`config.mk`:
```
export PLATFORM = sky130hd
export DESIGN_NAME = rvh_l1d_ptw_req_arbiter
export DESIGN_NICKNAME = d
export VERILOG_FILES = /design/src/rtl/rvh_l1d_pkg.sv /design/src/rtl/rvh_l1d_rr_arbiter.sv /design/src/rtl/rvh_l1d_ptw_req_arbiter.sv
export SDC_FILE = /design/constraint.sdc
export NUM_CORES = 1
export LEC_CHECK = 0
export BUFFER_PORTS_ARGS = -buffer_cell sky130_fd_sc_hd__buf_2
export CORE_AREA = 3 3 94 96
export DETAILED_ROUTE_END_ITERATION = 10
export DIE_AREA = 0 0 97 99
export SLEW_MARGIN = 20
export SYNTH_ARGS = -nofsm -noshare
export SYNTH_HDL_FRONTEND = slang
export SYNTH_SLANG_ARGS = --single-unit
export TNS_END_PERCENT = 100
```
`constraint.sdc`:
```
create_clock -name clk -period 2.3 [get_ports clk]
set_clock_uncertainty 0.2 [all_clocks]
set_input_delay 0.23 -clock clk [delete_from_list [all_inputs] [get_ports clk]]
set_output_delay 0.23 -clock clk [all_outputs]
set_load 0.01 [all_outputs]
```
`src/rtl/rvh_l1d_pkg.sv`:
```
// ----------------------------------------------------------------------------
// rvh_l1d_pkg
// Shared definitions for the L1D page-table-walker request path.
//   walker_state_e : per-walker tracking state (IDLE / OUTSTANDING)
//   PTW_ID_WIDTH   : walker id width for the default two-walker configuration
// ----------------------------------------------------------------------------
package rvh_l1d_pkg;

    typedef enum logic {
        WALKER_IDLE        = 1'b0,
        WALKER_OUTSTANDING = 1'b1
    } walker_state_e;

    localparam int PTW_REQ_NUM_DEFAULT = 2;
    localparam int PTW_ID_WIDTH        = $clog2(PTW_REQ_NUM_DEFAULT);

endpackage

```
`src/rtl/rvh_l1d_rr_arbiter.sv`:
```
// ----------------------------------------------------------------------------
// rvh_l1d_rr_arbiter
// N-way round-robin pick. The 1-hot pointer marks the highest-priority
// requester; priority then descends in increasing index order with wrap.
// N must be a power of two so index arithmetic wraps naturally.
// Ports:
//   req       in  N      : request vector
//   ptr       in  N      : 1-hot priority pointer
//   grant     out N      : 1-hot grant (zero when no request)
//   grant_idx out log2 N : binary index of the granted requester
//   any       out 1      : at least one request present
// ----------------------------------------------------------------------------
module rvh_l1d_rr_arbiter #(
    parameter  int N     = 2,
    localparam int IDX_W = $clog2(N)
) (
    input  logic [N-1:0]     req,
    input  logic [N-1:0]     ptr,
    output logic [N-1:0]     grant,
    output logic [IDX_W-1:0] grant_idx,
    output logic             any
);

    logic [IDX_W-1:0] base;
    logic [IDX_W-1:0] idx;

    // Convert the 1-hot pointer to an index, then walk the requesters starting
    // there; the first active one wins.
    always_comb begin
        base      = '0;
        idx       = '0;
        grant     = '0;
        grant_idx = '0;
        any       = 1'b0;
        for (int i = 0; i < N; i++) begin
            if (ptr[i]) begin
                base = IDX_W'(i);
            end
        end
        for (int k = 0; k < N; k++) begin
            idx = base + IDX_W'(k);
            if (!any && req[idx]) begin
                grant[idx] = 1'b1;
                grant_idx  = idx;
                any        = 1'b1;
            end
        end
    end

endmodule

```
`src/rtl/rvh_l1d_ptw_req_arbiter.sv`:
```
// ----------------------------------------------------------------------------
// rvh_l1d_ptw_req_arbiter
// Shares one L1D PTW request/response port between REQ_NUM page-table walkers
// plus a replay buffer. Each walker may have one request outstanding; new
// requests are picked round-robin, replays re-issue on behalf of an
// outstanding walker, and responses are routed back by id.
// Configuration macro:
//   RVH_L1D_PTW_ARB_REPLAY_PRIO_EN : eligible replay always beats new requests.
//   Undefined (default)            : a 1-bit toggle alternates replay vs new
//                                    whenever both contend.
// Ports:
//   clk, rst                               : clock, synchronous active-high reset
//   walker_req_vld_i/paddr_i, _rdy_o       : per-walker new request
//   replay_vld_i/id_i/paddr_i, replay_rdy_o: replay request
//   l1d_req_vld_o/id_o/paddr_o, _rdy_i     : shared L1D request port
//   l1d_resp_vld_i/id_i, l1d_resp_rdy_o    : shared L1D response port
//   walker_resp_vld_o, walker_resp_rdy_i   : routed per-walker responses
//   walker_busy_o                          : walker has a request outstanding
// ----------------------------------------------------------------------------
module rvh_l1d_ptw_req_arbiter
    import rvh_l1d_pkg::*;
#(
    parameter  int REQ_NUM     = 2,
    parameter  int PADDR_WIDTH = 56,
    localparam int ID_W        = $clog2(REQ_NUM)
) (
    input  logic                           clk,
    input  logic                           rst,
    input  logic [REQ_NUM-1:0]             walker_req_vld_i,
    input  logic [REQ_NUM*PADDR_WIDTH-1:0] walker_req_paddr_i,
    output logic [REQ_NUM-1:0]             walker_req_rdy_o,
    input  logic                           replay_vld_i,
    input  logic [ID_W-1:0]                replay_id_i,
    input  logic [PADDR_WIDTH-1:0]         replay_paddr_i,
    output logic                           replay_rdy_o,
    output logic                           l1d_req_vld_o,
    output logic [ID_W-1:0]                l1d_req_id_o,
    output logic [PADDR_WIDTH-1:0]         l1d_req_paddr_o,
    input  logic                           l1d_req_rdy_i,
    input  logic                           l1d_resp_vld_i,
    input  logic [ID_W-1:0]                l1d_resp_id_i,
    output logic                           l1d_resp_rdy_o,
    output logic [REQ_NUM-1:0]             walker_resp_vld_o,
    input  logic [REQ_NUM-1:0]             walker_resp_rdy_i,
    output logic [REQ_NUM-1:0]             walker_busy_o
);

    walker_state_e      state_q [REQ_NUM];
    logic [REQ_NUM-1:0] busy;
    logic [REQ_NUM-1:0] rr_ptr_q;
    logic [REQ_NUM-1:0] new_req;
    logic [REQ_NUM-1:0] new_grant;
    logic [ID_W-1:0]    new_idx;
    logic               new_any;
    logic               resp_to_busy;
    logic               resp_hs;
    logic               replay_elig;
    logic               sel_replay;
    logic               sel_new;
    logic               new_hs;

    // Flatten the per-walker state into a busy vector.
    always_comb begin
        busy = '0;
        for (int i = 0; i < REQ_NUM; i++) begin
            busy[i] = (state_q[i] == WALKER_OUTSTANDING);
        end
    end

    assign walker_busy_o = busy;
    assign new_req       = walker_req_vld_i & ~busy;

    rvh_l1d_rr_arbiter #(
        .N (REQ_NUM)
    ) u_rr_arbiter (
        .req       (new_req),
        .ptr       (rr_ptr_q),
        .grant     (new_grant),
        .grant_idx (new_idx),
        .any       (new_any)
    );

    // Responses to an idle walker (e.g. stale after reset) are swallowed.
    assign resp_to_busy   = busy[l1d_resp_id_i];
    assign l1d_resp_rdy_o = resp_to_busy ? walker_resp_rdy_i[l1d_resp_id_i] : 1'b1;
    assign resp_hs        = l1d_resp_vld_i & resp_to_busy & walker_resp_rdy_i[l1d_resp_id_i];

    always_comb begin
        walker_resp_vld_o = '0;
        for (int i = 0; i < REQ_NUM; i++) begin
            walker_resp_vld_o[i] = l1d_resp_vld_i & resp_to_busy & (l1d_resp_id_i == ID_W'(i));
        end
    end

    // A replay for a walker whose response is retiring this cycle is stale.
    assign replay_elig = replay_vld_i & busy[replay_id_i]
                       & ~(resp_hs & (l1d_resp_id_i == replay_id_i));

`ifdef RVH_L1D_PTW_ARB_REPLAY_PRIO_EN
    assign sel_replay = replay_elig;
`else
    logic prio_q;

    assign sel_replay = replay_elig & (~new_any | prio_q);

    // Flip replay-vs-new priority after every contended handshake.
    always_ff @(posedge clk) begin
        if (rst) begin
            prio_q <= 1'b0;
        end else if (replay_elig & new_any & l1d_req_rdy_i) begin
            prio_q <= ~prio_q;
        end
    end
`endif

    assign sel_new          = new_any & ~sel_replay;
    assign new_hs           = sel_new & l1d_req_rdy_i;
    assign l1d_req_vld_o    = replay_elig | new_any;
    assign l1d_req_id_o     = sel_replay ? replay_id_i : new_idx;
    assign l1d_req_paddr_o  = sel_replay ? replay_paddr_i
                                         : walker_req_paddr_i[new_idx*PADDR_WIDTH +: PADDR_WIDTH];
    assign walker_req_rdy_o = new_grant & {REQ_NUM{new_hs}};
    assign replay_rdy_o     = ~replay_elig | (sel_replay & l1d_req_rdy_i);

    // Walker state and round-robin pointer; the pointer rotates one past the
    // walker just granted.
    always_ff @(posedge clk) begin
        if (rst) begin
            for (int i = 0; i < REQ_NUM; i++) begin
                state_q[i] <= WALKER_IDLE;
            end
            rr_ptr_q <= REQ_NUM'(1);
        end else begin
            for (int i = 0; i < REQ_NUM; i++) begin
                if (new_hs && new_grant[i]) begin
                    state_q[i] <= WALKER_OUTSTANDING;
                end else if (resp_hs && (l1d_resp_id_i == ID_W'(i))) begin
                    state_q[i] <= WALKER_IDLE;
                end
            end
            if (new_hs) begin
                rr_ptr_q <= {new_grant[REQ_NUM-2:0], new_grant[REQ_NUM-1]};
            end
        end
    end

endmodule
```
# [After elaboration in Yosys (flattened, before gate mapping)]
# Memory sizes are Yosys's and may differ from the RTL's.
# Index checks and enable logic that the tools add are counted.
[op_classes] n_addsub=1 multipliers=1 n_reduce_logical=8 bitwise=30 n_lt_le_gt_ge=6 eq_ne=1 muxes=44 n_shift=1
[op_table] operator="$shiftx 112x8->56" n=1
[op_table] operator="$mux 56" n=1
[op_table] operator="$mux 1" n=39
[op_table] operator="$and 1x1->1" n=13
[op_table] operator="$lt 1x2->1 const B" n=4
[op_table] operator="$logic_and 1x1->1" n=7
[op_table] operator="$or 1x1->1" n=7
[op_table] operator="$not 1->1" n=6
[op_table] operator="$and 2x2->2" n=2
[op_table] operator="$mul 1x3->4 const B" n=1
[op_table] operator="$mux 2" n=2
[op_table] operator="$demux 1 s1" n=2
[op_table] operator="$ge 1x1->1 const B" n=2
[op_table] operator="$not 2->2" n=1
[op_table] operator="$or 2x2->2" n=1
[op_table] operator="$add 1x1->1 const B" n=1
[op_table] operator="$eq 1x1->1" n=1
[op_table] operator="$logic_not 1->1" n=1
[totals] elab_cells=95 ff_bits=3 n_memories=1 inputBits=179 ram_bits=2 output_inout_bits=66
[memory_table] name="state_q" depth=2 width=1 read_ports=2 rd_clocked_by_memory_dff=0 write_ports=2 line="rvh_l1d_ptw_req_arbiter.sv:48" source="walker_state_e state_q [REQ_NUM];"

# [Longest topological paths before layout]
# Gate-level depths: netlist (run 1).
# An unclocked memory read counts as a cell.
[depth] ltp_word=21 depth_mapped=7

# [Modules after synthesis]
# Synthesis (run 1) repeated with hierarchy kept, for this count alone.
[unflattened] hier_cells=252 area_unflattened_um2=1691.6
[modules_own_cells] module="rvh_l1d_ptw_req_arbiter" area_each_um2=1659.1 cells_each=247 n_inst=1
[modules_own_cells] module="rvh_l1d_rr_arbiter" area_each_um2=32.5 cells_each=5 n_inst=1

# [Worst setup path before layout (run 1)]
# OpenSTA, ideal clock, no wires.
[synth_path] path_type="register -> output" from="memory state_q[0] (netlist bit)" to="output walker_req_rdy_o[1]" n_path_buf=2 t_arrival_ps=1866 slack_ps=4 required_ps=1870 path_stages_with_launch=7 cell_sequence="edfxtp_1 -> or3b_1 -> a211oi_2 -> or3_1 -> buf_2 -> buf_4 -> nor3b_1"
[synth_rtl] element="start: declaration" line="rvh_l1d_ptw_req_arbiter.sv:48"
[synth_rtl] element="end: declaration" line="rvh_l1d_ptw_req_arbiter.sv:31" source="output logic [REQ_NUM-1:0] walker_req_rdy_o,"

==> results of run 1 <==
-- power groups by stage --
| stage | Clock (mW) | Combinational, mW | Sequential (mW) |
|---|---|---|---|
| finish | 0.159 | 0.829 | 0.0821 |
| global route | 0.168 | 0.897 | 0.0830 |
| global placement | 0 | 0.728 | 0.0832 |
| CTS | 0.163 | 0.810 | 0.0820 |
| detailed placement | 0 | 0.737 | 0.0838 |
| floorplan | 0 | 0.393 | 0.0824 |
-- cells in the final DEF (no fill, tap or decap), types with 3 or more instances in the layout --
cell        n
a21oi_1    56
a21oi_2     4
inv_1       5
buf_12      8
buf_4       6
buf_2     244
buf_6       7
nor4_2      8
dfxtp_1     3
buf_16      5
clkbuf_8    3
nor2_1      5
mux2i_1    56
nor4_1     47
-- metrics by stage --
stage / setup TNS (ps) / area, um2 / setup slack [ps]
after floorplan: 0 / 1738 / 4.367
after global placement: 0 / 3088 / 47.40
after detailed placement: -11.66 / 3088 / -11.66
after CTS: -5146 / 3541 / -126.4
after global routing: -11040 / 3631 / -213.3
final: -6270 / 3631 / -137.6
-- metal layers --
| metal | vias to the layer above | track usage [%] | share of wire, % |
|---|---|---|---|
| met4 | 0 | 4.644 | 1.1 |
| met5 | - | 0 | 0 |
| li1 | 1486 | - | - |
| met2 | 172 | 34.50 | 52 |
| met1 | 1377 | 20.47 | 39 |
| met3 | 8 | 2.760 | 7.2 |
-- critical path, cell delays in order (launching register included) --
cell	delay (ps)
edfxtp_1	330
or3b_4	390
a211oi_4	300
buf_6	150
or3_4	160
buf_6	120
mux2i_1	180
buf_2	150
-- path summary, 6_finish.rpt --
path                               to  slack (ps)  depth (start not counted)
min               prio_q$_SDFFE_PP0P_          80                          2
max                      l1d_req_id_o        -140                          7
max reg2reg  rr_ptr_q[1]$_SDFFE_PP0N_          90                          8
min reg2reg       prio_q$_SDFFE_PP0P_         280                          2
-- sequential cells by signal (all words and copies together) (netlist names) --
register and count:
rr_ptr_q 1, prio_q 1, state_q 2
-- cells by family after synthesis --
group                  Yosys count  synth area share (%)
DFF                              4                 5.184
muxes                           60                 34.70
AOI/OAI and AO/OA               72                 23.04
and+or+nand+nor                 77                 26.78
buffers and inverters           39                 10.30
-- area by class of cell --
type	instances	area share [%]
timing repair buffer	274	47.45
sequential	4	2.481
inverter	5	0.5169
clock buffer	4	1.241
tap	105	3.618
multi-input combinational	209	44.69
-- what timing repair did --
item / in CTS / in global routing
pin swaps: 7 / 1
endpoints found under the hold margin: 0 / 0
resized for setup: 37 / 21
endpoints found under the setup margin: 59 / 62
buffers inserted: 11 / 2
gates cloned: 6 / 2
==> impl_metrics.json, run 1 <==
{
  "power_switching_mw": 0.4598,
  "cts_made_buffers": 3,
  "initial_core_util_pct": 21.37,
  "syn_area_per_cell_um2": 6.896,
  "fillers": 820,
  "dr.pass1.iters": 4,
  "finalNonFillerCells": 601,
  "timing.rr.start": "state_q[0]$_SDFFCE_PN0P_",
  "cts_hold_buf": 0,
  "p_leak_nw": 1.935,
  "ir_drop_uv": 124.8,
  "dp_cells": 579,
  "violations": "setup timing",
  "grt_pass1_vias": 3025,
  "setup_viol": 61,
  "relSlewSlack_pct": 55.37,
  "netlist_area_um2": 1738,
  "gr-total-overflow": 0,
  "hold_viol": 0,
  "antenna_found_initial": 0,
  "synthArstFlopShare_pct": 0,
  "remaining_drc_errors": 0,
  "worst_pin_slew_ps": 662.5,
  "fin_crit_ps": 2438,
  "clk_latency_ps": 220,
  "synthTopCellsByArea": "mux2i_1 33%, nor4_1 20%, a21oi_1 17%",
  "netSwitchingFraction_pct": 42.96,
  "yosysWarnings": 0,
  "cts.clk_slew.worst_paths_ps": 40,
  "yosysSeqAreaShare_pct": 5.184,
  "cts_max_level": 1,
  "synth_edf_count": 1,
  "sequentialPowerShare_pct": 7.7,
  "power_frac_clock_pct": 14.8,
  "synth_cells": 252,
  "comb_power_share_pct": 77.5,
  "power_density_nw_per_um2": 294.8,
  "yosys.area.top_type": "mux2i_1",
  "cts_tree": "yes",
  "fmax_mhz": 410.2,
  "port_buffers": 244,
  "status": "finished with violations",
  "drt_iter0_drc": 54,
  "worst-path-max-fanout": 4,
  "fin_nets": 676,
  "grt_usage_pct": 17.93,
  "place_congestion": 0.9813,
  "hold_class": "in2reg",
  "timing.hold.ws_ps": 78.82,
  "wl_per_cell_um": 16.34,
  "ys_types": 31,
  "fin_crit_sh_pct": 106.0,
  "p_total_mw": 1.070,
  "antenna_left": 0,
  "die_area_um2": 9603,
  "critical_path_class": "reg2out",
  "critPathArrivalTime_ps": 2010,
  "synthToLayoutAreaGrowth_pct": 108.9,
  "required_ps": 1870,
  "synth.most_common_cell": "a21oi_1",
  "max_cap_viol_count": 0,
  "clock_path_buffers": 2,
  "hp-start": "rst",
  "grt_first_pass_wirelength_um": 14520,
  "synth_ff_type": "dfxtp_1",
  "routed_via_density": 5.063,
  "end_kind": "output pin",
  "die_w_um": 97,
  "drive_gt1_share_pct": 61.69,
  "io-pin-count": 245,
  "cts.sinks": 4,
  "synth_top_area_share_pct": 33.41,
  "cts-root-buf": "clkbuf_8",
  "synth_seq_cells": 4,
  "fin_util_pct": 44.64,
  "hpwl_um": 6702,
  "grt_max_degree": 62,
  "startpoint": "state_q[0]$_SDFFCE_PN0P_",
  "rows": 33,
  "synthTopCellsByCount": "60 x a21oi_1, 58 x mux2i_1, 56 x nor4_1",
  "rsz0062_at_grt": "true",
  "routed_wl_um": 9822,
  "regArea_um2": 90.09,
  "die_h_um": 99,
  "final_max_slew_viol_count": 0,
  "core_region_area_um2": 8134,
  "p_int_mw": 0.6106,
  "antenna_cells": 0,
  "syn_nets": 431,
  "startpoint_type": "flop",
  "num_vias": 3043,
  "setup_slack_ps": -137.6,
  "multiInputGateArea_um2": 1623
}
(Power assumes the default switching activity.)
==> inputs of run 2 (changes only) <==
--- a/config.mk
+++ b/config.mk
@@ -9,6 +9,7 @@
 export CORE_AREA = 3 3 94 96
 export DETAILED_ROUTE_END_ITERATION = 10
 export DIE_AREA = 0 0 97 99
+export SETUP_SLACK_MARGIN = 0.3
 export SLEW_MARGIN = 20
 export SYNTH_ARGS = -nofsm -noshare
 export SYNTH_HDL_FRONTEND = slang
==> run 2 against run 1 <==
Compared with the run above: the run still ends with setup timing left; combinational power grew 4.5%; total power rose by 3.7%; register-to-register slack got worse by 60 ps; cell count is 0.17% higher; via count is 0.72% lower; largest cell class unchanged; highest routed layer unchanged.
==> impl_metrics.json, run 2 (synthesized netlist as in run 1, its figures left out) <==
{
  "status": "finished with violations",
  "violations": "setup timing",
  "fin_crit_ps": 2423,
  "antenna_found_initial": 0,
  "grt_pass1_vias": 2908,
  "worst_pin_slew_ps": 577.6,
  "netSwitchingFraction_pct": 41.67,
  "cts_tree": "yes",
  "comb_power_share_pct": 78.0,
  "final_common_cell": "buf_2",
  "remaining_drc_errors": 0,
  "synthToLayoutAreaGrowth_pct": 108.7,
  "reg_top3": "state_q x2, prio_q x1, rr_ptr_q x1",
  "setup_slack_ps": -122.8,
  "num_vias": 3021,
  "crit_path_max_incr_delay_ps": 430,
  "critPathBufInv": 4,
  "sequentialPowerShare_pct": 7.4,
  "grt_usage_pct": 17.86,
  "gr-total-overflow": 0,
  "dp_cells": 583,
  "cts-root-buf": "clkbuf_8",
  "startpoint_type": "flop",
  "drt_iter0_drc": 58,
  "setup_viol": 59,
  "largest_reg_flops": 2,
  "path_cells": "buf_4 > nor2b_4 > o21ba_2 > or3_4 > buf_12 > clkbuf_16 > a21oi_1 > buf_2",
  "cts_hold_buf": 0,
  "finalNonFillerCells": 602,
  "drive_gt1_share_pct": 61.37,
  "antenna_left": 0,
  "cts_made_buffers": 3,
  "p_leak_nw": 1.944,
  "fmax_mhz": 412.7,
  "final_max_slew_viol_count": 0,
  "core_region_area_um2": 8134,
  "grt_first_pass_wirelength_um": 14470,
  "grt_max_degree": 59,
  "cts_max_level": 1,
  "required_ps": 1870,
  "place_congestion": 0.8556,
  "routed_wl_um": 9741,
  "rows": 33,
  "wl_per_cell_um": 16.18,
  "die_area_um2": 9603,
  "die_w_um": 97,
  "clk_latency_ps": 230,
  "routed_via_density": 5.018,
  "critPathArrivalTime_ps": 1990,
  "layout_common_cells": "243 x buf_2, 57 x a21oi_1, 54 x nor4_1, 52 x mux2i_1, 13 x buf_12",
  "hold_class": "in2reg",
  "fin_crit_sh_pct": 105.3,
  "regMostFlops": "state_q",
  "port_buffers": 244,
  "dr.pass1.iters": 4,
  "cts.clk_slew.worst_paths_ps": 40,
  "p_total_mw": 1.110,
  "initial_core_util_pct": 21.37,
  "power_density_nw_per_um2": 306.1,
  "fin_nets": 677,
  "ir_drop_uv": 126.1,
  "end_kind": "output pin",
  "hpwl_um": 7194,
  "antenna_cells": 0,
  "die_h_um": 99,
  "p_int_mw": 0.6477,
  "power_frac_clock_pct": 14.6,
  "critical_path_class": "reg2out",
  "fin_util_pct": 44.59,
  "relSlewSlack_pct": 61.09,
  "slowest_stage": "or3_4",
  "power_switching_mw": 0.4627,
  "cts.sinks": 4,
  "timing.hold.ws_ps": 69.81,
  "path_delay_family": "buffers and inverters",
  "rsz0062_at_grt": "true",
  "worst-path-max-fanout": 5,
  "hold_viol": 0,
  "max_cap_viol_count": 0,
  "io-pin-count": 245,
  "clock_path_buffers": 2
}
## run 2: worst register-to-register path, stage by stage (launching register included)
cell and delay, ps:
edfxtp_1 340, buf_4 140, nor2b_4 40, o21ba_2 240
or3_4 430, buf_12 160, clkbuf_16 150, buf_8 120
a41o_1 200
## run 2: power by group through the flow
stage	combinational [mW]	clock, mW	sequential [mW]
6_report	0.866	0.163	0.0817
4_1_cts	0.818	0.164	0.0813
2_1_floorplan	0.406	0	0.0829
3_5_place_dp	0.759	0	0.0834
3_3_place_gp	0.751	0	0.0831
5_1_grt	0.935	0.171	0.0824
## run 2: path summary, 6_finish.rpt
path | end | cells after the start | from | slack [ps]
max | l1d_req_paddr_o[10] | 8 | state_q[0]$_SDFFCE_PN0P_ | -120
min | rr_ptr_q[1]$_SDFFE_PP0N_ | 2 | rst | 70
max reg2reg | state_q[0]$_SDFFCE_PN0P_ | 8 | state_q[0]$_SDFFCE_PN0P_ | 30
min reg2reg | prio_q$_SDFFE_PP0P_ | 2 | prio_q$_SDFFE_PP0P_ | 290
## run 2: final cells by class
cell class	count	area (um2)
inverters	5	18.77
fillers	854	4507
flip-flops and latches	4	90.09
clock buffers	4	45.04
well taps	105	131.4
repair buffers	275	1758
multi-input cells	209	1584
## run 2: per-stage QoR
step / setup TNS [ps] / worst slack, ps / instance area (um2)
final: -4163 / -122.8 / 3627
after global routing: -10480 / -218.0 / 3627
after CTS: -4021 / -118.0 / 3428
after detailed placement: -48.54 / -48.54 / 3168
after global placement: 0 / 38.44 / 3168
after floorplan: 0 / 149.6 / 1800
## run 2: per-layer routing
metal	GRT usage, %	up-vias	share of wire (%)
met5	0	-	0
li1	-	1481	-
met1	21.37	1364	40
met2	33.60	167	52
met3	3.397	9	7.8
met4	2.700	0	0.80
## run 2: repair_timing
item	in CTS	in global routing
setup buffers	6	3
hold endpoints to repair	0	0
gates cloned	3	3
endpoints found under the setup margin	65	65
pin swaps	4	2
resized for setup	20	21
